==> config.mk <==
export PLATFORM = sky130hd
export DESIGN_NAME = a2d_rr_sequencer
export DESIGN_NICKNAME = d
export VERILOG_FILES = /design/src/rtl/a2d_pkg.sv /design/src/rtl/a2d_rr_sequencer_spi_mstr16.sv /design/src/rtl/a2d_rr_sequencer.sv
export SDC_FILE = /design/constraint.sdc
export NUM_CORES = 1
export LEC_CHECK = 0
export ABC_AREA = 0
export BUFFER_PORTS_ARGS = -buffer_cell sky130_fd_sc_hd__buf_2
export CAP_MARGIN = 20
export CORE_UTILIZATION = 59
export CTS_CLUSTER_DIAMETER = 60
export DETAILED_ROUTE_END_ITERATION = 8
export GPL_TIMING_DRIVEN = 0
export HOLD_SLACK_MARGIN = 0.02
export PLACE_DENSITY = 0.91
export SLEW_MARGIN = 40
export SYNTH_ARGS = -nofsm -noshare
export SYNTH_HDL_FRONTEND = slang
export SYNTH_HIERARCHICAL = 1
export SYNTH_SLANG_ARGS = --single-unit
export TNS_END_PERCENT = 30
==> constraint.sdc <==
create_clock -name clk -period 2.4 [get_ports clk]
set_input_delay 0.24 -clock clk [delete_from_list [all_inputs] [get_ports clk]]
set_output_delay 0.24 -clock clk [all_outputs]
set_load 0.1 [all_outputs]
==> src/rtl/a2d_pkg.sv <==
// -----------------------------------------------------------------------------
// a2d_pkg
// Shared types and helpers for the round-robin ADC128S sequencer.
//   a2d_state_e  : top-level conversion FSM states
//   spi_phase_e  : phases of one 16-bit SPI transaction
//   CH_*         : A2D channel numbers of the three monitored inputs
//   rr_chan()    : round-robin pointer -> A2D channel
//   build_cmd()  : channel -> 16-bit command word (channel in bits 13:11)
// -----------------------------------------------------------------------------
package a2d_pkg;

  typedef enum logic [1:0] {IDLE, TX1, GAP, TX2} a2d_state_e;

  typedef enum logic [2:0] {PH_IDLE, PH_FRONT, PH_LOW, PH_HIGH, PH_BACK} spi_phase_e;

  localparam logic [2:0] CH_LFT  = 3'd0;
  localparam logic [2:0] CH_RGHT = 3'd4;
  localparam logic [2:0] CH_BATT = 3'd5;

  // Pointer value 3 is unreachable; it falls back to the left load cell.
  function automatic logic [2:0] rr_chan(input logic [1:0] ptr);
    case (ptr)
      2'd1:    rr_chan = CH_RGHT;
      2'd2:    rr_chan = CH_BATT;
      default: rr_chan = CH_LFT;
    endcase
  endfunction

  function automatic logic [15:0] build_cmd(input logic [2:0] ch);
    build_cmd = {2'b00, ch, 11'h000};
  endfunction

endpackage

==> src/rtl/a2d_rr_sequencer_spi_mstr16.sv <==
// -----------------------------------------------------------------------------
// spi_mstr16
// 16-bit SPI master, SCLK idles high, MOSI changes on SCLK falling edges,
// MISO sampled on SCLK rising edges, MSB first.
//   clk, rst_n : clock, asynchronous active-low reset
//   wrt        : one-cycle request; cmd is latched and SS_n falls on the next edge
//   cmd[15:0]  : word to shift out
//   done       : one-cycle pulse, coincident with SS_n rising
//   rx[15:0]   : the 16 bits sampled from MISO (held until the next transaction)
//   SS_n, SCLK, MOSI (out), MISO (in) : SPI pins
// A transaction is a front porch of SCLK_DIV/2 cycles, 16 full SCLK periods
// (low half then high half) and a back porch of SCLK_DIV/2 cycles.
// -----------------------------------------------------------------------------
module spi_mstr16
  import a2d_pkg::*;
#(
  parameter int SCLK_DIV = 32
) (
  input  logic        clk,
  input  logic        rst_n,
  input  logic        wrt,
  input  logic [15:0] cmd,
  output logic        done,
  output logic [15:0] rx,
  output logic        SS_n,
  output logic        SCLK,
  output logic        MOSI,
  input  logic        MISO
);

  localparam int HALF = SCLK_DIV / 2;
  localparam int HW   = (HALF > 1) ? $clog2(HALF) : 1;

  spi_phase_e  phase_q;
  logic [HW-1:0] hc_q;
  logic [3:0]  bit_q;
  logic [15:0] tx_q;
  logic [15:0] rx_q;
  logic        ss_n_q;
  logic        sclk_q;
  logic        done_q;
  logic        half_end;

  assign half_end = (hc_q == HW'(HALF - 1));

  always_ff @(posedge clk or negedge rst_n) begin
    if (!rst_n) begin
      phase_q <= PH_IDLE;
      hc_q    <= '0;
      bit_q   <= '0;
      tx_q    <= '0;
      rx_q    <= '0;
      ss_n_q  <= 1'b1;
      sclk_q  <= 1'b1;
      done_q  <= 1'b0;
    end else begin
      done_q <= 1'b0;
      // Half-period counter free-runs while a transaction is active.
      hc_q   <= (phase_q == PH_IDLE || half_end) ? '0 : hc_q + 1'b1;
      case (phase_q)
        PH_IDLE: begin
          if (wrt) begin
            ss_n_q  <= 1'b0;
            tx_q    <= cmd;  // bit 15 appears on MOSI as SS_n falls
            phase_q <= PH_FRONT;
          end
        end
        PH_FRONT: begin
          if (half_end) begin
            sclk_q  <= 1'b0;  // first falling edge: MSB already on MOSI
            bit_q   <= '0;
            phase_q <= PH_LOW;
          end
        end
        PH_LOW: begin
          if (half_end) begin
            sclk_q  <= 1'b1;
            rx_q    <= {rx_q[14:0], MISO};
            phase_q <= PH_HIGH;
          end
        end
        PH_HIGH: begin
          if (half_end) begin
            if (bit_q == 4'd15) begin
              phase_q <= PH_BACK;  // SCLK stays high after the last bit
            end else begin
              sclk_q  <= 1'b0;
              tx_q    <= {tx_q[14:0], 1'b0};
              bit_q   <= bit_q + 1'b1;
              phase_q <= PH_LOW;
            end
          end
        end
        PH_BACK: begin
          if (half_end) begin
            ss_n_q  <= 1'b1;
            done_q  <= 1'b1;
            tx_q    <= '0;
            phase_q <= PH_IDLE;
          end
        end
        default: phase_q <= PH_IDLE;
      endcase
    end
  end

  assign SS_n = ss_n_q;
  assign SCLK = sclk_q;
  assign MOSI = tx_q[15];
  assign done = done_q;
  assign rx   = rx_q;

endmodule

==> src/rtl/a2d_rr_sequencer.sv <==
// -----------------------------------------------------------------------------
// a2d_rr_sequencer
// Runs one ADC128S conversion per strt_cnv on the next channel of the
// round-robin 0 (lft_ld), 4 (rght_ld), 5 (batt). A conversion is two SPI
// transactions carrying the same command; the second returns the result.
//   clk, rst_n        : clock, asynchronous active-low reset
//   strt_cnv          : start pulse, ignored while busy or during cnv_cmplt
//   MISO (in), SS_n, SCLK, MOSI (out) : SPI pins to the A2D
//   lft_ld, rght_ld, batt [11:0] : last result of channels 0, 4, 5
//   cnv_cmplt         : one-cycle pulse when a result register updates
//   busy              : high from the accepted start until cnv_cmplt
// -----------------------------------------------------------------------------
module a2d_rr_sequencer
  import a2d_pkg::*;
#(
  parameter int SCLK_DIV = 32,
  parameter int GAP_CYC  = 4
) (
  input  logic        clk,
  input  logic        rst_n,
  input  logic        strt_cnv,
  input  logic        MISO,
  output logic        SS_n,
  output logic        SCLK,
  output logic        MOSI,
  output logic [11:0] lft_ld,
  output logic [11:0] rght_ld,
  output logic [11:0] batt,
  output logic        cnv_cmplt,
  output logic        busy
);

  localparam int GW = $clog2(GAP_CYC + 1);

  a2d_state_e    state_q;
  logic [1:0]    ptr_q;
  logic [2:0]    ch_q;
  logic [GW-1:0] gap_q;
  logic [11:0]   lft_q, rght_q, batt_q;
  logic          cmplt_q, busy_q;

  logic          accept, gap_end, spi_wrt, spi_done;
  logic [15:0]   spi_cmd, spi_rx;
  logic          unused_rx_hi;

  // A start landing in the cnv_cmplt cycle is dropped even though the FSM is
  // already back in IDLE.
  assign accept  = (state_q == IDLE) && strt_cnv && !cmplt_q;
  // The SPI master registers wrt, so launching at GAP_CYC-2 leaves SS_n high
  // for exactly GAP_CYC cycles between the two transactions.
  assign gap_end = (state_q == GAP) && (gap_q == GW'(GAP_CYC - 2));
  assign spi_wrt = accept || gap_end;
  assign spi_cmd = build_cmd((state_q == IDLE) ? rr_chan(ptr_q) : ch_q);
  assign unused_rx_hi = ^spi_rx[15:12];

  spi_mstr16 #(.SCLK_DIV(SCLK_DIV)) u_spi (
    .clk  (clk),
    .rst_n(rst_n),
    .wrt  (spi_wrt),
    .cmd  (spi_cmd),
    .done (spi_done),
    .rx   (spi_rx),
    .SS_n (SS_n),
    .SCLK (SCLK),
    .MOSI (MOSI),
    .MISO (MISO)
  );

  always_ff @(posedge clk or negedge rst_n) begin
    if (!rst_n) begin
      state_q <= IDLE;
      ptr_q   <= '0;
      ch_q    <= CH_LFT;
      gap_q   <= '0;
      lft_q   <= '0;
      rght_q  <= '0;
      batt_q  <= '0;
      cmplt_q <= 1'b0;
      busy_q  <= 1'b0;
    end else begin
      cmplt_q <= 1'b0;
      case (state_q)
        IDLE: begin
          if (accept) begin
            ch_q    <= rr_chan(ptr_q);
            busy_q  <= 1'b1;
            state_q <= TX1;
          end
        end
        TX1: begin
          if (spi_done) begin
            gap_q   <= '0;
            state_q <= GAP;
          end
        end
        GAP: begin
          if (gap_end) state_q <= TX2;
          else         gap_q   <= gap_q + 1'b1;
        end
        TX2: begin
          if (spi_done) begin
            case (ptr_q)
              2'd0:    lft_q  <= spi_rx[11:0];
              2'd1:    rght_q <= spi_rx[11:0];
              default: batt_q <= spi_rx[11:0];
            endcase
            cmplt_q <= 1'b1;
            busy_q  <= 1'b0;
            ptr_q   <= (ptr_q == 2'd2) ? 2'd0 : ptr_q + 1'b1;
            state_q <= IDLE;
          end
        end
        default: state_q <= IDLE;
      endcase
    end
  end

  assign lft_ld    = lft_q;
  assign rght_ld   = rght_q;
  assign batt      = batt_q;
  assign cnv_cmplt = cmplt_q;
  assign busy      = busy_q;

endmodule

==> results list, run 1 <==
- Antenna violations before repair: 0
- In this run the number of H-tree levels came out at 3.
* Die boundary height: 86.8 um
- Routability Congestion: 0.861
- Number of buffers added for setup after CTS: 0
* Number of placement rows: 30
- The longest clock path from root to sink contains 2 buffers.
- Final Max Slew Viols: 0
- The floorplan step set the die width to 86.8 um.
- The HPWL after detailed placement is 6170 um.
- Worst R2R Setup Slack: 0.11 ns
* Number of endpoints failing setup at the final stage: 0
- The number of global-route vias before repair was 2,977.
* Yosys warnings: 6
* Critical path startpoint category: flip-flop
- Crit path to: u_spi/tx_q[11]
- The critical path in this run is classified as reg -> reg.
* Final ANT Viol Nets: 0
- Leaving out fill and tap cells, the most frequent cell in the layout is sky130_fd_sc_hd__dfrtp_1.
- The cell count after synthesis came out at 343.
* Fin crit share: 0.955
* Syn Area/Cell: 12.4 um^2
- In this run the critical register-to-register path is launched from state_q[0].
- For the worst-skew pair, the clock arrives at the later sink with an insertion delay of 0.35 ns.
- Port buffering added 44 buffers.
* Worst VDD drop: 0.422 mV
- Clock slew at reported path FFs: 0.09 ns
* Endpoint of the lowest-slack register-to-register path: u_spi/tx_q[11]
- For this design the ratio of total power to cell area is 600 mW/mm^2.
- For the worst flop-to-flop path, the logic depth is 8.
* Clock root buffer: sky130_fd_sc_hd__clkbuf_8
- Core area: 0.00687 mm^2
- Number of nets in the final layout: 441
- The initial utilization of the core area, before any placement, comes to 0.617.
- Achievable frequency: 0.436 GHz
- Area occupied by multi-input gates: 0.00196 mm^2
* Iteration count of the initial detailed-routing pass: 4
- Peak fanout along the critical path: 10
- Count of boundary I/O pins: 45
- Total standard cell area after synthesis: 0.00424 mm^2
* Max-capacitance violation count: 0
* Critical path origin: state_q[0]
- Final setup skew: 0.00672 ns
* Commonest non-fill, non-tap cells in the layout: 87 x sky130_fd_sc_hd__dfrtp_1, 57 x sky130_fd_sc_hd__mux2_2, 51 x sky130_fd_sc_hd__buf_2, 27 x sky130_fd_sc_hd__a21oi_1, 27 x sky130_fd_sc_hd__conb_1
* Area taken by flip-flops and latches: 0.00223 mm^2
* Worst slew pin tran: 0.575 ns
* Post-route minimum period: 2.29 ns
* Endpoints failing hold: 0
- Overall routed net length: 8830 um
- The filler cells instantiated in the layout total 441.
* Count of vias placed by the detailed router: 2,950
- In this run the static leakage power is 2.53 nW.
- The first routing iteration left 227 violations.
* Signal arrival time at the worst endpoint: 2.53 ns
- Routed wire per std cell: 16.8 um
- Outcome: finished, final reports clean
- TritonCTS built the clock tree.
- In the final layout, the share of cells above drive strength 1 is 0.359.
* Die Area: 0.00753 mm^2
- For this run, design rule violations remaining after detail routing come to 0.
* Max-Slew Margin vs Limit: 0.614
- Sum Neg Setup Slack: 0 ns
- At the end of the flow the core is filled with cells to 0.718.
- The tightest hold path in the finished design has a slack of 0.127 ns.
* Antenna diode count: 0
* Worst path cell trace: inv_1, ha_2, nand3b_1, nand2_1, o21ai_2, o2bb2ai_4, buf_6, mux2_4
- For this design, the slowest cell found on the critical path is sky130_fd_sc_hd__dfrtp_1.
- The total overflow left after global routing is 0.
* Clock net sink count: 89
- Global-route wire length before repair: 14,300 um
* CTS Buf Count: 9
* Area grow syn2layout: 16.3%
- Worst hold path class: in -> reg
- In the global route stage, overall resource usage came out at 0.251.
- For this run, the slowest stage of the critical path takes 0.43 ns.
- Setup repair after global routing left no endpoint under its margin.
* Detailed-route vias per instance: 5.62
* CP required: 2.63 ns
- The worst setup path is captured at a flip-flop.
- Entering global routing, the biggest net connects 51 pins.
## cell type report
cell class | count | share of cell area
clock buffers | 9 | 0.0251
multi-input cells | 250 | 0.398
plain buffers | 19 | 0.0226
clock inverters | 6 | 0.0185
inverters | 10 | 0.00761
well taps | 96 | 0.0244
repair buffers | 46 | 0.0520
flip-flops and latches | 89 | 0.452
## where the power goes
| group | leakage [nW] | internal [mW] | switching, mW |
|---|---|---|---|
| registers | 1.20 | 1.53 | 0.0355 |
| logic | 1.22 | 0.0923 | 0.190 |
| clock network | 0.103 | 0.586 | 0.527 |
## per-stage QoR
| step | std cells | instance area (um^2) | worst slack, ns | total power, mW |
|---|---|---|---|---|
| after floorplan | 369 | 4340 | 0.163 | 1.77 |
| after global placement | 509 | 4680 | 0.0780 | 1.83 |
| after detailed placement | 510 | 4700 | -0.0200 | 1.85 |
| after CTS | 525 | 4930 | 0.0589 | 2.96 |
| after global routing | 525 | 4930 | 0.00413 | 3.06 |
| final | 525 | 4930 | 0.109 | 2.96 |
## sequential cells by signal, summed over array words and instances, names as in the netlist, 3 cells and up
| register | count |
|---|---|
| gap_q | 3 |
| lft_ld | 12 |
| u_spi/bit_q | 4 |
| batt | 12 |
| u_spi/rx | 12 |
| u_spi/hc_q | 4 |
| rght_ld | 12 |
| u_spi/phase_q | 3 |
| u_spi/tx_q | 16 |
## worst min path at each step
stage | start | endpoint | slack, ns | cells past startpoint
2_1_floorplan | rst_n | batt[0] | -0.06 | 0
3_3_place_gp | MISO | u_spi/rx[0] | 0.48 | 2
4_1_cts | MISO | u_spi/rx[0] | 0.12 | 2
3_5_place_dp | rst_n | rght_ld[11] | 0.21 | 1
6_report | MISO | u_spi/rx[0] | 0.13 | 2
5_1_grt | MISO | u_spi/rx[0] | 0.11 | 2
## worst max-delay path: cells and delay by family (launching register included)
family          cells  cell delay, ns
fa+ha+maj           1            0.28
mux                 1            0.32
flops               1            0.43
simple gates        2            0.37
buf+inv             2            0.37
compound gates      2            0.40
## timing repair
| action | 4_1_cts | 5_1_grt |
|---|---|---|
| hold buffers | 1 | 0 |
| endpoints found under the setup margin | 10 | 10 |
| hold endpoints to repair | 47 | 0 |
| resized for setup | 1 | 1 |
| pin swaps | 1 | 0 |
## metal layers
layer,share of wire,global-route usage
met5,0,0
met1,0.42,0.315
met4,0.017,0.105
met3,0.033,0.0410
met2,0.53,0.431
Note: power is estimated with default switching activity, not from simulation.
==> inputs of run 2 (changes only) <==
--- a/config.mk
+++ b/config.mk
@@ -8,15 +8,14 @@
 export ABC_AREA = 0
 export BUFFER_PORTS_ARGS = -buffer_cell sky130_fd_sc_hd__buf_2
 export CAP_MARGIN = 20
-export CORE_UTILIZATION = 59
+export CORE_UTILIZATION = 57
 export CTS_CLUSTER_DIAMETER = 60
 export DETAILED_ROUTE_END_ITERATION = 8
 export GPL_TIMING_DRIVEN = 0
 export HOLD_SLACK_MARGIN = 0.02
-export PLACE_DENSITY = 0.91
+export PLACE_DENSITY = 0.9
 export SLEW_MARGIN = 40
 export SYNTH_ARGS = -nofsm -noshare
 export SYNTH_HDL_FRONTEND = slang
-export SYNTH_HIERARCHICAL = 1
 export SYNTH_SLANG_ARGS = --single-unit
 export TNS_END_PERCENT = 30
==> results list, run 2 <==
* Core area: 0.00564 mm^2
- Summed over all layers, the global routing overflow is 0.
- Crit. End Element: flip-flop
* Worst path cell trace: inv_1, ha_1, and3b_4, a211o_1, a21oi_4, mux2_4
- On the critical path the largest part of the delay comes from compound AO/OA/AOI/OAI gates.
- Final ANT Viol Nets: 0
* Antenna violations before repair: 0
- Clock tree from TritonCTS: done
* Die outline width: 79.4 um
- Switching share of power: 0.224
- Dividing the final minimum period by the clock period gives 0.834.
- Max-capacitance violation count: 0
- The final-report max-slew violation count is 0.
- Count of vias placed by the detailed router: 2,163
* Post-layout power: 2.22 mW
- Relative to the synthesized area, the layout overhead comes to 15.2%.
- Ranking of synthesized cells by area: sky130_fd_sc_hd__dfrtp_1 56%, sky130_fd_sc_hd__mux2_1 13%, sky130_fd_sc_hd__ha_1 4.4%
- In this run the cell area of the synthesized design comes to 0.00341 mm^2.
- For met1 alone, demand over resource in global routing was 0.284.
- Portion of synthesized cell area occupied by the leading cell type: 0.557
- Setup violations remaining at the end of the flow were counted as 0.
* Outcome: finished, final reports clean
- Worst slew pin tran: 0.489 ns
- In this run the mean area of a mapped cell was 13.2 um^2.
- Overall routed net length: 6000 um
* DRC violation count after routing: 0
- Routability Congestion: 0.808
- Detailed-route vias per instance: 5.53
- Post-route minimum period: 2.00 ns
- met2 is the most crowded layer.
- Portion of total power attributed to combinational logic: 0.016
- Timing would allow up to 0.500 GHz.
* RSZ-0062 raised after global routing: false
* Clock slew at reported path FFs: 0.08 ns
- For this configuration, the core starts out at a cell density of 0.605.
- Die Area: 0.00630 mm^2
- After synthesis, the most frequently instantiated cells are 76 x sky130_fd_sc_hd__dfrtp_1, 39 x sky130_fd_sc_hd__mux2_1, 18 x sky130_fd_sc_hd__nand2_1, 13 x sky130_fd_sc_hd__mux2_2, 13 x sky130_fd_sc_hd__nor2_1.
- Sum Neg Setup Slack: 0 ns
* Clock latency reported for the late side of the worst-skew pair: 0.34 ns
- Number of placement rows: 27
- Summed over all instances, the cell type with the most area after synthesis is sky130_fd_sc_hd__dfrtp_1.
* Global-route usage over all layers: 0.218
* H-tree levels: 3
* Max-Slew Margin vs Limit: 0.674
- Clock root buffer: sky130_fd_sc_hd__clkbuf_8
* Highest cell delay on the worst timing path: 0.38 ns
* Leakage: 2.11 nW
- Met2 Resource Use GR: 0.348
- Count of instances resized after the clock tree is built: 0
* Initial DRC Count: 89
* Endpoints failing hold: 0
* Clock network power share: 0.391
- Together, buffers and inverters on the worst path number 1.
* Most instantiated flip-flop cell in the synthesis netlist: sky130_fd_sc_hd__dfrtp_1
- Critical path startpoint category: flip-flop
* Yosys warnings: 0
* Routed wire per std cell: 15.3 um
- After technology mapping, the gate count stands at 258.
- Count of boundary I/O pins: 45
- Most common library cell in the layout ignoring fill and taps: sky130_fd_sc_hd__dfrtp_1
- The synthesized design contains 0 enable-type register cells.
* Total net switching power: 0.496 mW
- Worst VDD drop: 0.523 mV
- sky130_fd_sc_hd__dfrtp_1 is the most common cell in the netlist.
- For this run, global-route usage on met3 was measured as 0.0503.
* Die boundary height: 79.4 um
- Input and output buffers added on the ports amount to 44.
* Proportion of layout cells with a drive suffix above 1: 0.288
* Final setup skew: 0.0114 ns
- Among all stages on the critical path, the largest delay is contributed by sky130_fd_sc_hd__dfrtp_1.
- PD cells: 564 mW/mm^2
- Iteration count of the initial detailed-routing pass: 4
* Critical Setup Path Class: reg -> reg
- No sink is reached through more buffers than the 2 on the longest clock path.
- The clock net in this run drives a total of 78 sinks.
- Number of global-route vias before repair: 2,169
- Number of nets in the final layout: 331
* Post-synthesis async set-or-reset flop share: 1.00
* Portion of the post-synthesis area used by sequential elements: 0.573
* Synthesized flop and latch total: 78
- Internal power of the cells: 1.72 mW
- For the worst setup path, the data required time is 2.63 ns.
- In this run the worst path has a maximum fanout of 5.
- The number of setup buffers added after CTS is 0.
* Global-route wire length before repair: 10,200 um
- The min-delay analysis places its worst path in the category in -> reg.
- After clock tree synthesis, the flow added hold-fix buffers numbering 1.
* Sequential cell fraction of total power: 0.593
- Antenna diode count: 0
- Signal arrival time at the worst endpoint: 2.23 ns
* Syn_nets: 274
* Maximum number of pins on one net before global-route repair: 46
* Detailed placer's ending HPWL: 4260 um
- The tightest hold path in the finished design has a slack of 0.141 ns.
- CTS Buf Count: 9
* Commonest non-fill, non-tap cells in the layout: 76 x sky130_fd_sc_hd__dfrtp_1, 49 x sky130_fd_sc_hd__buf_2, 39 x sky130_fd_sc_hd__mux2_1, 18 x sky130_fd_sc_hd__nand2_1
- The netlist uses 41 different library cells.
run 2: worst register-to-register path: cells and delay by family (launching register included):
kind	cells	cell delay [ns]
AND/OR/NAND/NOR	1	0.24
adder cells (fa/ha/maj)	1	0.30
AO/OA/AOI/OAI	2	0.55
flip-flops	1	0.38
buffers and inverters	1	0.10
multiplexers	1	0.33
run 2: cell type report:
cell class | count | area [um^2]
Multi-Input combinational cell | 160 | 1370
Fill cell | 403 | 1710
Sequential cell | 78 | 1950
Clock buffer | 10 | 138
Inverter | 12 | 45.0
Buffer | 8 | 41.3
Timing Repair Buffer | 46 | 256
Clock inverter | 5 | 35.0
Tap cell | 72 | 90.1
run 2: worst paths after layout:
| path | start | end | slack, ns | cells after the start |
|---|---|---|---|---|
| worst max-delay path | state_q[0] | u_spi.tx_q[11] | 0.40 | 6 |
| worst min-delay path | MISO | u_spi.rx[0] | 0.14 | 2 |
| worst max register to register | state_q[0] | u_spi.tx_q[11] | 0.40 | 6 |
| worst min register to register | u_spi.hc_q[0] | u_spi.hc_q[0] | 0.46 | 1 |
| max in group asynchronous | rst_n | u_spi.SS_n | 1.48 | 3 |
| min in group asynchronous | rst_n | u_spi.bit_q[2] | 0.34 | 2 |
run 2: cells by family (layout without fill, tap and decap cells):
kind of cell | after synthesis | in the layout | share of synthesized area
AOI/OAI and AO/OA | 32 | 32 | 0.0656
xor gates and xnor gates | 2 | 2 | 0.00513
adders and majority gates | 12 | 12 | 0.0440
buffers and inverters | 20 | 81 | 0.0253
DFF | 78 | 78 | 0.573
muxes | 61 | 61 | 0.201
and+or+nand+nor | 53 | 53 | 0.0862
run 2: stage by stage:
step / cell area [um^2] / instances / util / setup WS (ns)
detailed placement: 3750 / 375 / 0.664 / 0.412
global route: 3930 / 391 / 0.697 / 0.304
floorplan: 3410 / 258 / - / 0.231
CTS: 3930 / 391 / 0.697 / 0.407
finish: 3930 / 391 / 0.697 / 0.398
global placement: 3720 / 374 / 0.660 / 0.452
run 2: metal layers:
layer	part of all wire	routed length, um
met2	0.49	2950
met5	0	0
met1	0.46	2740
met4	0.018	110
met3	0.033	199
run 2: power by group through the flow:
| stage | Combinational (mW) | Clock, mW | Sequential (mW) |
|---|---|---|---|
| 2_1_floorplan | 0.00165 | 0 | 1.34 |
| 3_3_place_gp | 0.0296 | 0 | 1.34 |
| 3_5_place_dp | 0.0354 | 0 | 1.34 |
| 4_1_cts | 0.0369 | 0.883 | 1.32 |
| 5_1_grt | 0.0412 | 0.938 | 1.32 |
| 6_report | 0.0353 | 0.867 | 1.32 |
